File: config.mk
export PLATFORM = sky130hd
export DESIGN_NAME = adma_dm_bresp_tracker_flat
export DESIGN_NICKNAME = d
export VERILOG_FILES = /design/src/rtl/adma_dm_bresp_tracker_pkg.sv /design/src/rtl/adma_dm_bresp_tracker_if.sv /design/src/rtl/adma_dm_bresp_tracker_match.sv /design/src/rtl/adma_dm_bresp_tracker.sv /design/src/flat_wrapper.sv
export SDC_FILE = /design/constraint.sdc
export NUM_CORES = 1
export LEC_CHECK = 0
export ABC_AREA = 1
export BUFFER_PORTS_ARGS = -buffer_cell sky130_fd_sc_hd__buf_2
export CORE_MARGIN = 2
export CORE_UTILIZATION = 25
export DETAILED_ROUTE_END_ITERATION = 8
export PLACE_DENSITY = 0.51
export SETUP_SLACK_MARGIN = 0.4
export SLEW_MARGIN = 20
export SYNTH_ARGS = -nofsm -noshare
export SYNTH_HDL_FRONTEND = slang
export SYNTH_SLANG_ARGS = --single-unit
export TNS_END_PERCENT = 50
File: constraint.sdc
create_clock -name clk -period 5.55 [get_ports clk]
set_clock_uncertainty 0.15 [all_clocks]
set_input_delay 0.2775 -clock clk [delete_from_list [all_inputs] [get_ports clk]]
set_output_delay 0.2775 -clock clk [all_outputs]
set_load 0.005 [all_outputs]
File: src/rtl/adma_dm_bresp_tracker_pkg.sv
// Shared definitions for the DMA data-mover write-response tracker:
// BRESP encodings and the error classifier.
package adma_pkg;

   typedef enum logic [1:0] {
      RESP_OKAY   = 2'b00,
      RESP_EXOKAY = 2'b01,
      RESP_SLVERR = 2'b10,
      RESP_DECERR = 2'b11
   } bresp_e;

   // SLVERR and DECERR both have the upper bit set.
   function automatic logic is_err(input logic [1:0] resp);
      return resp[1];
   endfunction

endpackage

File: src/rtl/adma_dm_bresp_tracker_if.sv
// AW-issue allocation handshake plus AXI B channel between the data mover
// (master side) and the write-response tracker (slave side).
interface adma_dm_bresp_tracker_if #(
   parameter int MST_ID_W      = 5,
   parameter int DMA_CHN_NUM_W = 2,
   parameter int ATX_RESP_W    = 2
);
   logic [DMA_CHN_NUM_W-1:0] atx_chn_id;
   logic [MST_ID_W-1:0]      atx_awid;
   logic                     atx_vld;
   logic                     atx_rdy;
   logic [MST_ID_W-1:0]      m_bid_i;
   logic [ATX_RESP_W-1:0]    m_bresp_i;
   logic                     m_bvalid_i;
   logic                     m_bready_o;

   modport master (
      output atx_chn_id, atx_awid, atx_vld, m_bid_i, m_bresp_i, m_bvalid_i,
      input  atx_rdy, m_bready_o
   );

   modport slave (
      input  atx_chn_id, atx_awid, atx_vld, m_bid_i, m_bresp_i, m_bvalid_i,
      output atx_rdy, m_bready_o
   );
endinterface

File: src/rtl/adma_dm_bresp_tracker_match.sv
// Combinational priority matcher: finds the lowest-index (oldest) valid
// entry whose ID equals the incoming BID.
module adma_bresp_match #(
   parameter int N    = 8,
   parameter int ID_W = 5,
   localparam int IDX_W = (N > 1) ? $clog2(N) : 1
) (
   input  logic [N-1:0]           vld,
   input  logic [N-1:0][ID_W-1:0] ids,
   input  logic [ID_W-1:0]        bid,
   output logic                   hit,
   output logic [N-1:0]           onehot,
   output logic [IDX_W-1:0]       idx
);
   logic [N-1:0] eq;

   genvar gi;
   for (gi = 0; gi < N; gi++) begin : g_eq
      assign eq[gi] = vld[gi] && (ids[gi] == bid);
   end

   assign hit    = |eq;
   // Isolate the lowest set bit.
   assign onehot = eq & (~eq + N'(1));

   always_comb begin
      idx = '0;
      for (int i = N - 1; i >= 0; i--) begin
         if (eq[i]) idx = IDX_W'(i);
      end
   end
endmodule

File: src/rtl/adma_dm_bresp_tracker.sv
// AXI B-channel tracker: ordered collapsing table of outstanding AW transactions,
// matched by BID. Optional per-entry age timeout under ADMA_BRESP_TIMEOUT_EN.
module adma_dm_bresp_tracker
   import adma_pkg::*;
#(
   parameter int DMA_CHN_NUM  = 4,
   parameter int MST_ID_W     = 5,
   parameter int ATX_RESP_W   = 2,
   parameter int ATX_NUM_OSTD = 8,
   parameter int TIMEOUT_W    = 16,
   localparam int DMA_CHN_NUM_W = (DMA_CHN_NUM > 1) ? $clog2(DMA_CHN_NUM) : 1,
   localparam int OSTD_CNT_W    = $clog2(ATX_NUM_OSTD + 1)
) (
   input  logic                   clk,
   input  logic                   rst,
   adma_dm_bresp_tracker_if.slave bus,
   output logic [DMA_CHN_NUM-1:0] atx_done,
   output logic [DMA_CHN_NUM-1:0] atx_dst_err,
   output logic [ATX_RESP_W-1:0]  atx_resp,
   output logic [DMA_CHN_NUM-1:0] chn_busy,
   output logic                   unexp_bid,
   output logic [DMA_CHN_NUM-1:0] atx_timeout
);
   localparam int IDX_W = (ATX_NUM_OSTD > 1) ? $clog2(ATX_NUM_OSTD) : 1;
   localparam int LAST  = ATX_NUM_OSTD - 1;

   typedef struct packed {
      logic                     vld;
      logic [MST_ID_W-1:0]      id;
      logic [DMA_CHN_NUM_W-1:0] chn;
   } entry_t;

   entry_t tbl_reg  [ATX_NUM_OSTD];
   entry_t tbl_sh   [ATX_NUM_OSTD];
   entry_t tbl_next [ATX_NUM_OSTD];

   logic [ATX_NUM_OSTD-1:0]               vld_vec;
   logic [ATX_NUM_OSTD-1:0][MST_ID_W-1:0] id_vec;
   logic [ATX_NUM_OSTD-1:0]               match_oh;
   logic [ATX_NUM_OSTD-1:0]               shift_mask;
   logic [IDX_W-1:0]                      match_idx;
   logic                                  match_hit;

   logic [OSTD_CNT_W-1:0]    cnt_reg;
   logic [OSTD_CNT_W-1:0]    cnt_coll;
   logic                     bready_reg;
   logic                     atx_rdy_w;
   logic                     alloc;
   logic                     retire;
   logic                     rm;
   logic [DMA_CHN_NUM_W-1:0] ret_chn;

   logic [DMA_CHN_NUM-1:0] done_reg;
   logic [DMA_CHN_NUM-1:0] err_reg;
   logic [ATX_RESP_W-1:0]  resp_reg;
   logic                   unexp_reg;

   assign atx_rdy_w      = (cnt_reg != OSTD_CNT_W'(ATX_NUM_OSTD));
   assign bus.atx_rdy    = atx_rdy_w;
   assign bus.m_bready_o = bready_reg;

   assign alloc  = bus.atx_vld & atx_rdy_w;
   assign retire = bus.m_bvalid_i & bready_reg;
   assign rm     = retire & match_hit;

   // Entries at or above the retired slot take their younger neighbour's contents.
   assign shift_mask = rm ? ~(match_oh - ATX_NUM_OSTD'(1)) : '0;
   assign cnt_coll   = cnt_reg - OSTD_CNT_W'(rm);
   assign ret_chn    = tbl_reg[match_idx].chn;

   genvar gi;
   for (gi = 0; gi < ATX_NUM_OSTD; gi++) begin : g_vec
      assign vld_vec[gi] = tbl_reg[gi].vld;
      assign id_vec[gi]  = tbl_reg[gi].id;
   end

   adma_bresp_match #(
      .N    (ATX_NUM_OSTD),
      .ID_W (MST_ID_W)
   ) u_match (
      .vld    (vld_vec),
      .ids    (id_vec),
      .bid    (bus.m_bid_i),
      .hit    (match_hit),
      .onehot (match_oh),
      .idx    (match_idx)
   );

   // Matching uses tbl_reg only, so the entry allocated this cycle cannot be hit.
   always_comb begin
      for (int i = 0; i < ATX_NUM_OSTD; i++) begin
         if (!shift_mask[i])  tbl_sh[i] = tbl_reg[i];
         else if (i == LAST)  tbl_sh[i] = '0;
         else                 tbl_sh[i] = tbl_reg[(i == LAST) ? i : i + 1];
         tbl_next[i] = tbl_sh[i];
         if (alloc && (cnt_coll == OSTD_CNT_W'(i))) begin
            tbl_next[i].vld = 1'b1;
            tbl_next[i].id  = bus.atx_awid;
            tbl_next[i].chn = bus.atx_chn_id;
         end
      end
   end

   always_ff @(posedge clk) begin
      if (rst) begin
         for (int i = 0; i < ATX_NUM_OSTD; i++) tbl_reg[i] <= '0;
         cnt_reg    <= '0;
         bready_reg <= 1'b0;
         done_reg   <= '0;
         err_reg    <= '0;
         resp_reg   <= '0;
         unexp_reg  <= 1'b0;
      end else begin
         for (int i = 0; i < ATX_NUM_OSTD; i++) tbl_reg[i] <= tbl_next[i];
         cnt_reg    <= cnt_coll + OSTD_CNT_W'(alloc);
         bready_reg <= 1'b1;
         done_reg   <= '0;
         err_reg    <= '0;
         if (rm) begin
            done_reg[ret_chn] <= 1'b1;
            err_reg[ret_chn]  <= is_err(bus.m_bresp_i);
         end
         resp_reg <= rm ? bus.m_bresp_i : '0;
         if (retire && !match_hit) unexp_reg <= 1'b1;
      end
   end

   for (gi = 0; gi < DMA_CHN_NUM; gi++) begin : g_chn
      logic [OSTD_CNT_W-1:0] chn_cnt_reg;
      logic                  inc;
      logic                  dec;

      assign inc = alloc && (bus.atx_chn_id == DMA_CHN_NUM_W'(gi));
      assign dec = rm && (ret_chn == DMA_CHN_NUM_W'(gi));

      always_ff @(posedge clk) begin
         if (rst)               chn_cnt_reg <= '0;
         else if (inc && !dec)  chn_cnt_reg <= chn_cnt_reg + OSTD_CNT_W'(1);
         else if (dec && !inc)  chn_cnt_reg <= chn_cnt_reg - OSTD_CNT_W'(1);
      end

      assign chn_busy[gi] = (chn_cnt_reg != '0);
   end

   assign atx_done    = done_reg;
   assign atx_dst_err = err_reg;
   assign atx_resp    = resp_reg;
   assign unexp_bid   = unexp_reg;

`ifdef ADMA_BRESP_TIMEOUT_EN
   localparam logic [TIMEOUT_W-1:0] AGE_MAX = '1;

   logic [TIMEOUT_W-1:0]   age_reg  [ATX_NUM_OSTD];
   logic [TIMEOUT_W-1:0]   age_next [ATX_NUM_OSTD];
   logic                   to_reg   [ATX_NUM_OSTD];
   logic                   to_next  [ATX_NUM_OSTD];
   logic [DMA_CHN_NUM-1:0] to_pulse;
   logic [DMA_CHN_NUM-1:0] timeout_reg;

   // Age and sticky flag follow the same collapse as the entry itself.
   always_comb begin
      to_pulse = '0;
      for (int i = 0; i < ATX_NUM_OSTD; i++) begin
         logic [TIMEOUT_W-1:0] a;
         logic [TIMEOUT_W-1:0] a_inc;
         logic                 t;
         a     = age_reg[i];
         t     = to_reg[i];
         a_inc = '0;
         if (shift_mask[i]) begin
            a = (i == LAST) ? '0   : age_reg[(i == LAST) ? i : i + 1];
            t = (i == LAST) ? 1'b0 : to_reg[(i == LAST) ? i : i + 1];
         end
         age_next[i] = '0;
         to_next[i]  = 1'b0;
         if (!(alloc && (cnt_coll == OSTD_CNT_W'(i))) && tbl_sh[i].vld) begin
            a_inc       = (a == AGE_MAX) ? a : a + TIMEOUT_W'(1);
            age_next[i] = a_inc;
            to_next[i]  = t | (a_inc == AGE_MAX);
            if ((a_inc == AGE_MAX) && !t) to_pulse[tbl_sh[i].chn] = 1'b1;
         end
      end
   end

   always_ff @(posedge clk) begin
      if (rst) begin
         for (int i = 0; i < ATX_NUM_OSTD; i++) begin
            age_reg[i] <= '0;
            to_reg[i]  <= 1'b0;
         end
         timeout_reg <= '0;
      end else begin
         for (int i = 0; i < ATX_NUM_OSTD; i++) begin
            age_reg[i] <= age_next[i];
            to_reg[i]  <= to_next[i];
         end
         timeout_reg <= to_pulse;
      end
   end

   assign atx_timeout = timeout_reg;
`else
   assign atx_timeout = '0;
`endif
endmodule

File: src/flat_wrapper.sv
// flat-port wrapper written by rule: the top's interface ports become plain ports
module adma_dm_bresp_tracker_flat import adma_pkg::*;
#(
   parameter int DMA_CHN_NUM  = 4,
   parameter int MST_ID_W     = 5,
   parameter int ATX_RESP_W   = 2,
   parameter int ATX_NUM_OSTD = 8,
   parameter int TIMEOUT_W    = 16,
   localparam int DMA_CHN_NUM_W = (DMA_CHN_NUM > 1) ? $clog2(DMA_CHN_NUM) : 1,
   localparam int OSTD_CNT_W    = $clog2(ATX_NUM_OSTD + 1)
)
  (clk, rst, atx_done, atx_dst_err, atx_resp, chn_busy, unexp_bid, atx_timeout, bus_atx_chn_id, bus_atx_awid, bus_atx_vld, bus_m_bid_i, bus_m_bresp_i, bus_m_bvalid_i, bus_atx_rdy, bus_m_bready_o);
  adma_dm_bresp_tracker_if #(.MST_ID_W(MST_ID_W), .DMA_CHN_NUM_W(2), .ATX_RESP_W(ATX_RESP_W)) bus_i ();
  input  logic clk;
  input  logic rst;
  output logic [DMA_CHN_NUM-1:0] atx_done;
  output logic [DMA_CHN_NUM-1:0] atx_dst_err;
  output logic [ATX_RESP_W-1:0] atx_resp;
  output logic [DMA_CHN_NUM-1:0] chn_busy;
  output logic unexp_bid;
  output logic [DMA_CHN_NUM-1:0] atx_timeout;
  input wire logic [$bits(bus_i.atx_chn_id)-1:0] bus_atx_chn_id;
  input wire logic [$bits(bus_i.atx_awid)-1:0] bus_atx_awid;
  input wire logic [$bits(bus_i.atx_vld)-1:0] bus_atx_vld;
  input wire logic [$bits(bus_i.m_bid_i)-1:0] bus_m_bid_i;
  input wire logic [$bits(bus_i.m_bresp_i)-1:0] bus_m_bresp_i;
  input wire logic [$bits(bus_i.m_bvalid_i)-1:0] bus_m_bvalid_i;
  output wire logic [$bits(bus_i.atx_rdy)-1:0] bus_atx_rdy;
  output wire logic [$bits(bus_i.m_bready_o)-1:0] bus_m_bready_o;
  assign bus_i.atx_chn_id = bus_atx_chn_id;
  assign bus_i.atx_awid = bus_atx_awid;
  assign bus_i.atx_vld = bus_atx_vld;
  assign bus_i.m_bid_i = bus_m_bid_i;
  assign bus_i.m_bresp_i = bus_m_bresp_i;
  assign bus_i.m_bvalid_i = bus_m_bvalid_i;
  assign bus_atx_rdy = bus_i.atx_rdy;
  assign bus_m_bready_o = bus_i.m_bready_o;
  adma_dm_bresp_tracker #(.DMA_CHN_NUM(DMA_CHN_NUM), .MST_ID_W(MST_ID_W), .ATX_RESP_W(ATX_RESP_W), .ATX_NUM_OSTD(ATX_NUM_OSTD), .TIMEOUT_W(TIMEOUT_W)) u_core (.clk(clk), .rst(rst), .bus(bus_i), .atx_done(atx_done), .atx_dst_err(atx_dst_err), .atx_resp(atx_resp), .chn_busy(chn_busy), .unexp_bid(unexp_bid), .atx_timeout(atx_timeout));
endmodule
==> flow_summary_export.csv <==
group,metric,value,unit
final_layout,utilization,28.4,%
synth,synth_seq_area_share,35.3,%
routing,wl_per_cell,14.4,um
worst_setup_path,crit_required,5640,ps
power_and_ir_drop,power.total,1.60,mW
timing,tns,0,ps
routing,postRouteAntennaNets,0,
final_layout,largest_reg_flops,64,
worst_setup_path,cp-start-kind,"register",
floorplanning,initial_core_util,25.2,%
job,cap_viol_max_count,0,
cts,cts_sinks,96,
final_layout,num-fill-cells,2399,
timing,rsz0062_at_grt,"no",
timing,setup_viol_count_final,0,
final_layout,area_growth,12.7,%
place,dpl.hpwl,12.1,mm
cts,cts_tree,"built",
power_and_ir_drop,ir_drop,135,uV
global_route,grt_first_pass_wirelength,25.3,mm
worst_setup_path,worstPathMaxFanout,13,
routing,drc,0,
timing,period_minus_slack,4220,ps
routing,vias,5125,
routing,dr.pass1.iters,6,
synth,syn-cell-area,5450,um2
global_route,gr-total-overflow,0,
timing,finalCritPeriodShare,76.0,%
synth,synthCells,802,
timing,max_freq,237,MHz
power_and_ir_drop,power.density,261,nW/um2
cts,clk_path_buf_depth,2,
cts,h-tree-depth,3,
timing,slew-limit-headroom,49.8,%
final_layout,final_cells,1110,
synth,synth_area_per_cell,6.79,um2
cts,cts_made_buffers,9,
global_route,grt_use_total,14.4,%
global_route,antenna_found_initial,0,
routing,first_iter_violations,458,
timing,final-hold-violation-count,0,
synth,synth_cell_types,39,
cts,cts-root-buf,"clkbuf_16",
floorplanning,core_area,21600,um2
final_layout,drive_above_1_share,10.8,%
routing,wirelength,16.0,mm
routing,viasPerCell,4.62,
worst_setup_path,worstSetupPathType,"reg2reg",
place,routabilityCongestion,0.889,
timing,fin_hold_ws,116,ps
floorplanning,die_area,23000,um2
floorplanning,die_w,152,um
cts,clk_pin_slew,70,ps
place,place_area,5830,um2
synth,synth_top_area_share,35.3,%
worst_setup_path,cp-end-kind,"register",
timing,fin_ws,1330,ps
place,io_buffers,34,
timing,slew_viol_final,0,
status,status,"completed",
cts,worstSkewPairLatency,360,ps
floorplanning,ios,39,
place,place_ws,1120,ps
cts,cts_resized,0,
final_layout,nets,863,
place,dp_cells,1093,
synth,ys_warn_count,0,
synth,synthTopCellsByArea,"dfxtp_1, nand2_1, o21ai_0",
timing,worst_pin_slew,750,ps
synth,synth_top_area_cell,"dfxtp_1",
power_and_ir_drop,power.leakage,2.49,nW
floorplanning,fp.dieH,152,um
worst_hold_path,hold_class,"in2reg",
worst_setup_path,crit_arrival,4310,ps
global_route,grt_pass1_vias,4632,
floorplanning,fp-row-count,54,
global_route,grt_max_degree,56,
final_layout,final_cell_area,6140,um2
final_layout,num_antenna_cells,0,
synth,ys_seq_elements,96,
[synth_stat cells]
master / number
or2_0: 1
o21a_1: 1
o21ai_0: 91
nand2_1: 195
nand3_1: 41
nand3_2: 1
inv_1: 89
clkbuf_1: 13
inv_2: 8
nor3_1: 11
xor2_1: 15
o21ai_1: 7
clkinv_1: 2
a21boi_0: 1
buf_2: 3
o21ai_2: 5
or2_2: 1
buf_6: 6
buf_4: 5
o2111ai_2: 1
a211oi_1: 4
nor2_4: 2
ha_1: 16
and3_1: 5
nand2_4: 2
xnor2_1: 4
fa_1: 4
a21oi_4: 1
conb_1: 1
dfxtp_1: 96
buf_1: 3
a31oi_1: 29
nand2_2: 7
a21oi_2: 1
o22ai_1: 4
nor2_1: 64
nor2_2: 8
a21oi_1: 52
nand4_1: 2
[cells in the final DEF (no fill, tap or decap), drive strengths merged]
| master | netlist | final |
|---|---|---|
| xor2 | 15 | 15 |
| inv | 97 | 97 |
| nand2 | 204 | 204 |
| a21oi | 54 | 54 |
| a31oi | 29 | 29 |
| buf | 17 | 38 |
| clkbuf | 13 | 10 |
| conb | 1 | 4 |
| ha | 16 | 16 |
| nor3 | 11 | 11 |
| o22ai | 4 | 4 |
| nor2 | 74 | 74 |
| bufinv | 0 | 1 |
| a211oi | 4 | 4 |
| clkinv | 2 | 4 |
| o21a | 1 | 1 |
| or2 | 2 | 2 |
| o2111ai | 1 | 1 |
| a21boi | 1 | 1 |
| o21ai | 103 | 103 |
| dlygate4sd3 | 0 | 1 |
| clkinvlp | 0 | 3 |
| dfxtp | 96 | 96 |
| nand4 | 2 | 2 |
| xnor2 | 4 | 4 |
| and3 | 5 | 5 |
| fa | 4 | 4 |
| nand3 | 42 | 42 |
[cells by family after synthesis]
family          after synthesis  synth area share [%]
flops                        96                  35.3
other cells                   1                0.0688
compound gates              197                  19.9
simple gates                340                  26.4
xor+xnor                     19                  3.05
buf+inv                     129                  10.1
fa+ha+maj                    20                  5.14
[final cells by class]
| type | instances | area, um2 | area share [%] |
|---|---|---|---|
| clock inverter | 6 | 70.1 | 1.14 |
| inverter | 99 | 372 | 6.05 |
| multi-input combinational | 580 | 2990 | 48.6 |
| clock buffer | 10 | 229 | 3.73 |
| tap | 280 | 350 | 5.71 |
| timing repair buffer | 39 | 210 | 3.42 |
| sequential | 96 | 1920 | 31.3 |
[path summary, 6_finish.rpt]
check / to / slack [ps] / from / cells after the start
setup / recovery: u_core.tbl_reg[5][5]$_SDFFE_PP0P_ / 1330 / u_core.tbl_reg[0][6]$_SDFFE_PP0P_ / 17
hold / removal: u_core.atx_resp[1]$_SDFF_PP0_ / 120 / bus_m_bresp_i[1] / 3
setup reg to reg: u_core.tbl_reg[5][5]$_SDFFE_PP0P_ / 1330 / u_core.tbl_reg[0][6]$_SDFFE_PP0P_ / 17
hold reg to reg: u_core.unexp_bid$_SDFFE_PP0P_ / 320 / u_core.unexp_bid$_SDFFE_PP0P_ / 1
[report_power, final]
group,leakage [nW],internal [mW],switching [mW]
Clock,0.135,0.351,0.292
Combinational,1.57,0.0744,0.144
Sequential,0.779,0.717,0.0236
[worst max-delay path, cell delays in order (launching register included)]
cell and delay [ps]:
dfxtp_1 320, xor2_1 160, nor3_1 290, nand3_2 340, nand2_4 230, nor2_4 60
a21oi_4 320, ha_1 240, ha_1 170, inv_1 90, nor3_1 220, inv_1 110
nor2_1 450, inv_1 280, o21ai_2 210, inv_1 210, o21ai_0 180, a21oi_1 50
[timing repair]
action                                 CTS  global route
setup buffers                            0             0
endpoints found under the hold margin    1             0
hold buffers                             1             0
[routing by layer]
| metal | GRT usage [%] | share of wire, % | vias to the layer above |
|---|---|---|---|
| met5 | 0 | 0 | - |
| met4 | 4.81 | 1.7 | 0 |
| met3 | 1.59 | 5.1 | 19 |
| met2 | 23.4 | 46 | 127 |
| met1 | 19.9 | 48 | 2325 |
| li1 | - | - | 2654 |
Note: power is estimated with default switching activity, not from simulation.
